File: config.mk
export PLATFORM = sky130hd
export DESIGN_NAME = wb_bus_arbiter
export DESIGN_NICKNAME = d
export VERILOG_FILES = /design/src/rtl/wb_bus_arbiter.sv
export SDC_FILE = /design/constraint.sdc
export NUM_CORES = 1
export LEC_CHECK = 0
export CORE_AREA = 2 2 109 111
export CTS_CLUSTER_DIAMETER = 30
export DETAILED_ROUTE_END_ITERATION = 10
export DIE_AREA = 0 0 111 113
export PLACE_DENSITY = 0.73
export SLEW_MARGIN = 40
export SYNTH_ARGS = -nofsm -noshare
export SYNTH_HDL_FRONTEND = slang
export SYNTH_SLANG_ARGS = --single-unit
File: constraint.sdc
create_clock -name clk_i -period 2.5 [get_ports clk_i]
set_input_delay 0.5 -clock clk_i [delete_from_list [all_inputs] [get_ports clk_i]]
set_output_delay 0.5 -clock clk_i [all_outputs]
set_load 0.01 [all_outputs]
File: src/rtl/wb_bus_arbiter.sv
// Two-master (instruction/data) to one-slave classic Wishbone arbiter
// with round-robin or data-first arbitration and a bus watchdog.
`timescale 1ns/1ps

module wb_bus_arbiter #(
    parameter int unsigned TIMEOUT_CYCLES = 255,
    parameter bit          RR_ENABLE      = 1'b1
) (
    input  logic        clk_i,
    input  logic        rst_i,

    input  logic        iwbs_cyc_i,
    input  logic        iwbs_stb_i,
    input  logic [31:0] iwbs_addr_i,
    output logic        iwbs_ack_o,
    output logic        iwbs_err_o,
    output logic [31:0] iwbs_dat_o,

    input  logic        dwbs_cyc_i,
    input  logic        dwbs_stb_i,
    input  logic        dwbs_we_i,
    input  logic [3:0]  dwbs_sel_i,
    input  logic [31:0] dwbs_addr_i,
    input  logic [31:0] dwbs_dat_i,
    output logic        dwbs_ack_o,
    output logic        dwbs_err_o,
    output logic [31:0] dwbs_dat_o,

    output logic        wbm_cyc_o,
    output logic        wbm_stb_o,
    output logic        wbm_we_o,
    output logic [3:0]  wbm_sel_o,
    output logic [31:0] wbm_addr_o,
    output logic [31:0] wbm_dat_o,
    input  logic        wbm_ack_i,
    input  logic        wbm_err_i,
    input  logic [31:0] wbm_dat_i,

    output logic [1:0]  grant_o
);

    typedef enum logic [1:0] {
        IDLE  = 2'b00,
        GNT_I = 2'b01,
        GNT_D = 2'b10
    } state_e;

    localparam bit          WD_ON   = (TIMEOUT_CYCLES != 0);
    localparam logic [15:0] WD_LAST = 16'(TIMEOUT_CYCLES - 1);

    state_e      state_q, state_d;
    logic        last_d_q, last_d_d;
    logic [15:0] wd_cnt_q, wd_cnt_d;

    logic i_req, d_req;
    logic gnt_d, m_cyc, m_stb;
    logic wd_fire, term_ack, term_err;

    assign i_req = iwbs_cyc_i & iwbs_stb_i;
    assign d_req = dwbs_cyc_i & dwbs_stb_i;

    assign gnt_d = (state_q == GNT_D);
    assign m_cyc = gnt_d ? dwbs_cyc_i : iwbs_cyc_i;
    assign m_stb = gnt_d ? dwbs_stb_i : iwbs_stb_i;

    // A real slave response always wins over the watchdog in the same cycle
    assign wd_fire  = WD_ON && (wd_cnt_q == WD_LAST)
                      && !wbm_ack_i && !wbm_err_i;
    assign term_err = m_cyc & (wbm_err_i | wd_fire);
    assign term_ack = m_cyc & wbm_ack_i & ~wbm_err_i;

    always_comb begin
        state_d    = state_q;
        last_d_d   = last_d_q;
        wd_cnt_d   = wd_cnt_q;
        iwbs_ack_o = 1'b0;
        iwbs_err_o = 1'b0;
        iwbs_dat_o = '0;
        dwbs_ack_o = 1'b0;
        dwbs_err_o = 1'b0;
        dwbs_dat_o = '0;
        wbm_cyc_o  = 1'b0;
        wbm_stb_o  = 1'b0;
        wbm_we_o   = 1'b0;
        wbm_sel_o  = '0;
        wbm_addr_o = '0;
        wbm_dat_o  = '0;
        grant_o    = 2'b00;

        case (state_q)
            IDLE: begin
                if (i_req || d_req) begin
                    if (d_req && (!i_req || !RR_ENABLE || !last_d_q)) begin
                        state_d  = GNT_D;
                        last_d_d = 1'b1;
                    end else begin
                        state_d  = GNT_I;
                        last_d_d = 1'b0;
                    end
                    wd_cnt_d = '0;
                end
            end
            GNT_I, GNT_D: begin
                grant_o    = gnt_d ? 2'b10 : 2'b01;
                wbm_cyc_o  = m_cyc & ~wd_fire;
                wbm_stb_o  = m_stb & ~wd_fire;
                wbm_we_o   = gnt_d & dwbs_we_i;
                wbm_sel_o  = gnt_d ? dwbs_sel_i : 4'hF;
                wbm_addr_o = gnt_d ? dwbs_addr_i : iwbs_addr_i;
                wbm_dat_o  = gnt_d ? dwbs_dat_i : '0;
                iwbs_dat_o = wbm_dat_i;
                dwbs_dat_o = wbm_dat_i;
                iwbs_ack_o = ~gnt_d & term_ack;
                iwbs_err_o = ~gnt_d & term_err;
                dwbs_ack_o = gnt_d & term_ack;
                dwbs_err_o = gnt_d & term_err;
                if (!m_cyc || wbm_ack_i || wbm_err_i || wd_fire) begin
                    state_d = IDLE;
                end else begin
                    wd_cnt_d = wd_cnt_q + 16'd1;
                end
            end
            default: state_d = IDLE;
        endcase

        // Nothing leaks to either side while reset is held
        if (rst_i) begin
            iwbs_ack_o = 1'b0;
            iwbs_err_o = 1'b0;
            iwbs_dat_o = '0;
            dwbs_ack_o = 1'b0;
            dwbs_err_o = 1'b0;
            dwbs_dat_o = '0;
            wbm_cyc_o  = 1'b0;
            wbm_stb_o  = 1'b0;
            wbm_we_o   = 1'b0;
            wbm_sel_o  = '0;
            wbm_addr_o = '0;
            wbm_dat_o  = '0;
            grant_o    = 2'b00;
        end
    end

    always_ff @(posedge clk_i) begin
        if (rst_i) begin
            state_q  <= IDLE;
            last_d_q <= 1'b0;
            wd_cnt_q <= '0;
        end else begin
            state_q  <= state_d;
            last_d_q <= last_d_d;
            wd_cnt_q <= wd_cnt_d;
        end
    end

endmodule

Yosys cells after proc, flatten, opt, wreduce, memory -nomap -nowiden
Cells that the tools add are included.
{ "totals": {"output_inout_bits": 141, "word_cells": 83, "input_bits": 141, "ff_bits": 19} }
{ "classes": {"eq_ne": 6, "bitwise_logic": 16, "reduce_logical": 19, "add_sub_neg": 1, "n_mux": 38} }
{ "op_table": {"columns": ["operator", "n"], "rows": [
  ["$mux 32", 8],
  ["$mux 16", 2],
  ["$pmux 16 s2", 1],
  ["$mux 1", 17],
  ["$add 16x1->16 const B", 1],
  ["$eq 16x8->1 const B", 1],
  ["$and 1x1->1", 12],
  ["$mux 2", 6],
  ["$mux 4", 3],
  ["$ne 2x2->1 const B", 3],
  ["$logic_not 1->1", 5],
  ["$logic_or 1x1->1", 5],
  ["$pmux 2 s2", 1],
  ["$reduce_and 2->1", 2],
  ["$logic_and 1x1->1", 3],
  ["$not 1->1", 3],
  ["$reduce_and 3->1", 1],
  ["$eq 2x1->1 const B", 1],
  ["$eq 2x2->1 const B", 1],
  ["$logic_not 2->1", 1],
  ["$reduce_bool 2->1", 1],
  ["$reduce_or 2->1", 1],
  ["$or 1x1->1", 1]
]} }

Logic depth before layout (Yosys ltp)
{ "logic_depth": {"ltp_word": 8, "ltp_mapped": 9, "mapped_depth_nobuf": 7} }

Worst setup path before layout
No wires, ideal clock.
{ "synth_timing": {"kind": "register to output", "from": "reg state_q[0]", "to": "out iwbs_dat_o[10]", "path_stages_with_launch": 8, "path_buffers": 3, "required_time_ps": 2000, "arrival_ps": 1845, "slack_ps": 155, "cell_sequence": "dfxtp_1 inv_1 ha_1 clkbuf_1 nor2b_1 clkbuf_1 and2_1 buf_4"} }
{ "synth_via": {"elab_chain_len": 4, "elab_cells_between_ends": 5, "classes_between": "eq/ne (2); mux (2); reduce/logical (1)"} }
{ "synth_rtl": {"columns": ["element", "line", "rtl"], "rows": [
  ["start, declared", "51", "state_e state_q, state_d;"],
  ["start signal, assigned", "150", "state_q <= state_d;"],
  ["$eq 2x2->1 / $eq 2x1->1 (equally long branches)", null, null],
  ["$reduce_or 2->1 *", null, null],
  ["$mux 32 * (2 in a row)", null, null],
  ["end, declared", "17", "output logic [31:0] iwbs_dat_o,"]
]} }
Mark *: on every way between the ends. The rest lies on a longest branch, timed or not.

Worst setup path in the final report
{ "layout_timing": {"from": "reg state_q[1]", "to": "out wbm_addr_o[9]"} }
{ "layout_via": {"elab_chain_len": 4, "elab_cells_between_ends": 6, "classes_between": "eq/ne (2); mux (3); reduce/logical (1)"} }
{ "layout_rtl": {"columns": ["element", "line", "rtl"], "rows": [
  ["$eq 2x2->1 / $eq 2x1->1 (equally long branches)", "62, 90", null],
  ["$mux 32 / $reduce_or 2->1 (equally long branches)", "109, 90", null],
  ["$mux 32 *", "90", "case (state_q)"],
  ["$mux 32 *", "127", "if (rst_i) begin"],
  ["end, declared", "33", "output logic [31:0] wbm_addr_o,"]
]} }
Marked as above.

==> results.md <==
* Status: finished clean
* Worst Setup Path Type: reg -> out
* Max Slew Vio Count at 0
* CTS buffer count at 3
* Post-synthesis async set-or-reset flop share at 0%
* DR iter-0 viols at 140
* Final wirelength at 13300 µm
* Worst EP arrival at 1.94 ns
* Hpwl dp at 10500 µm
* Fill cell count at 1087
* Hold Crit Class: reg -> reg
* Synthesized cell area at 2440 µm²
* Initial Util at 21.7%
* Worst EP required at 2.00 ns
* Fmax at 0.410 GHz
* Die height at 113 µm
* Synth top cells by count: 68 x and2_1, 41 x nor2_1, 35 x mux2i_1, 33 x buf_4, 19 x dfxtp_1
* TNS Setup at 0 ns
* Register area share after synthesis at 15.6%
* Insertion delay to the later sink of the worst-skew pair at 0.25 ns
* Final setup fails at 0
* CTS tree: built
* Post-synth EDFFs at 0
* Initial antenna violation count at 1
* Yosys warnings at 0
* Area occupied by multi-input gates at 1780 µm²
* CP Capture Type: output pin
* Clock buffer depth at 2
* # IOs at 282
* Hold Violations, Final at 0
* Via count of the first global-routing pass at 3271
* Least-Margin Pin Slew at 0.510 ns
* FF+latch count, synth at 19
* Global-route wire length before repair at 19400 µm
* Placed Cells incl. Taps at 742
* Slew Limit Headroom at 66.0%
* Max VDD drop at 0.378 mV
* # rows at 39
* Most frequent cell after synthesis: and2_1
* Die width at 111 µm
* GRT overflow at 0
* Final Wtd Congestion at 0.877
* I/O Buffers at 281
* Leak at 3.10 nW
* # Max-Cap Violations at 0
* Routed WL per cell at 17.7 µm
* DR vias at 3439
* Final non-filler cell total at 755
* Max FO, Critical Path at 23
* RSZ-0062 raised after global routing: false
* Total GRT Usage at 19.5%
* Post-synth top flop: dfxtp_1
* Overall power at 1.41 mW
* Area delta synth->final at 129%
* Worst-path clk slew at 0.06 ns
* Vias/cell at 4.55
* Place WS at -0.283 ns
* Largest net degree at the start of global routing at 24
* H-tree levels at 1
* Tcrit/Tclk final at 97.6%
* Largest cells by area after synthesis: and2_1 17%, dfxtp_1 16%, mux2i_1 14%
* Synthesized net count at 492
* Residual DRC at 0
* Clock Tree Root: clkbuf_16
* Iteration count of the initial detailed-routing pass at 4
* Worst Clk Skew at 0.00361 ns
* Die area at 12500 µm²
* CP Launch Type: flop
* Nets at 760
* Clk sink count at 19
* Setup ws final at 0.0608 ns
* Hold Buf Count CTS at 0
* Tmin final at 2.44 ns
* Avg Cell Area, Syn at 7.08 µm²
* Core ar. at 11300 µm²
* Synth area leader: and2_1
* Detail Route Antenna Nets at 0
* N_diodes at 0
* Fraction of layout cells with a size suffix above 1 at 9.15%
* Seq. cell area at 380 µm²
* Distinct cells, synth at 40
* Pwr dens at 253 nW/µm²
* Synth top area share at 17.4%
* Cells after Synth at 345
sequential cells by signal, indices dropped and copies added (netlist names):
register  cells
last_d_q      1
state_q       2
wd_cnt_q     16
final timing paths:
check / start / endpoint / slack [ns] / cells past startpoint
worst min register to register: wd_cnt_q[14] / wd_cnt_q[14] / 0.52 / 2
worst max register to register: state_q[1] / wd_cnt_q[14] / 0.24 / 9
worst max-delay path: state_q[1] / wbm_addr_o[9] / 0.06 / 6
worst min-delay path: wd_cnt_q[14] / wd_cnt_q[14] / 0.52 / 2
metal layers:
metal	part of all wire, %	track usage, %
met1	43	25.1
met2	52	36.0
met3	4.4	2.41
met4	1.2	2.50
met5	0	0
worst max-delay path, cell delays in order (launching register included):
cell and delay [ns]:
dfxtp_1 0.33, inv_1 0.08, ha_4 0.30, nand2b_2 0.13, buf_12 0.19, nor2_1 0.11
clkdlybuf4s50_1 0.54
power by group:
part           switching [mW]  internal [mW]  total, mW
logic                   0.309          0.453      0.763
registers             0.00253          0.307      0.309
clock network           0.126          0.215      0.341
cell type report:
cell class,count,share of cell area (%)
clock buffer,3,1.34
clock inverter,1,0.0895
inverter,6,0.403
multi-input combinational,267,31.8
sequential,19,6.81
tap,143,3.20
timing repair buffer,316,56.4
cells in the final DEF (no fill, tap or decap), types with 2 or more instances in the layout:
| master | Yosys | final |
|---|---|---|
| mux2i_2 | 0 | 2 |
| a21o_1 | 5 | 5 |
| and2_1 | 68 | 68 |
| nor3b_1 | 2 | 2 |
| buf_12 | 0 | 4 |
| o21ai_0 | 6 | 5 |
| a311oi_1 | 2 | 2 |
| buf_6 | 0 | 4 |
| ha_4 | 0 | 2 |
| and4_1 | 2 | 2 |
| clkdlybuf4s50_1 | 0 | 144 |
| nand3_1 | 11 | 11 |
| and3_1 | 3 | 3 |
| nand2b_1 | 8 | 7 |
| nor2b_1 | 4 | 2 |
| nand4_1 | 5 | 5 |
| buf_16 | 0 | 3 |
| clkbuf_16 | 0 | 3 |
| buf_2 | 2 | 2 |
| nor3_1 | 10 | 9 |
| or3_1 | 5 | 5 |
| dlygate4sd2_1 | 0 | 100 |
| nor2b_4 | 0 | 2 |
| buf_4 | 33 | 24 |
| dfxtp_1 | 19 | 19 |
| mux2i_1 | 35 | 33 |
| nand2_1 | 17 | 17 |
| a31oi_1 | 2 | 2 |
| dlymetal6s2s_1 | 0 | 34 |
| nor2_1 | 41 | 41 |
| inv_1 | 6 | 5 |
| ha_1 | 6 | 4 |
| o21ai_1 | 3 | 3 |
| a21oi_1 | 18 | 18 |
through the flow:
step,cell area (µm²),utilization [%],hold WS (ns)
2_1_floorplan,2440,-,0.465
3_3_place_gp,5350,47.4,0.486
3_5_place_dp,5350,47.4,0.506
4_1_cts,5490,48.7,0.517
5_1_grt,5590,49.6,0.534
6_report,5590,49.6,0.516
logic make-up after synthesis:
| kind of cell | count (synthesis) | synth area share [%] |
|---|---|---|
| AND/OR/NAND/NOR | 181 | 40.6 |
| buffers and inverters | 59 | 14.3 |
| AO/OA/AOI/OAI | 45 | 12.1 |
| multiplexers | 35 | 14.3 |
| flip-flops | 19 | 15.6 |
| adder cells (fa/ha/maj) | 6 | 3.07 |
what timing repair did:
action,4_1_cts,5_1_grt
resized for setup,125,38
buffers inserted,6,0
setup endpoints to repair,137,53
cloned,3,0
pin swaps,3,3
endpoints found under the hold margin,0,0
Power figures use the tool's default switching activity.
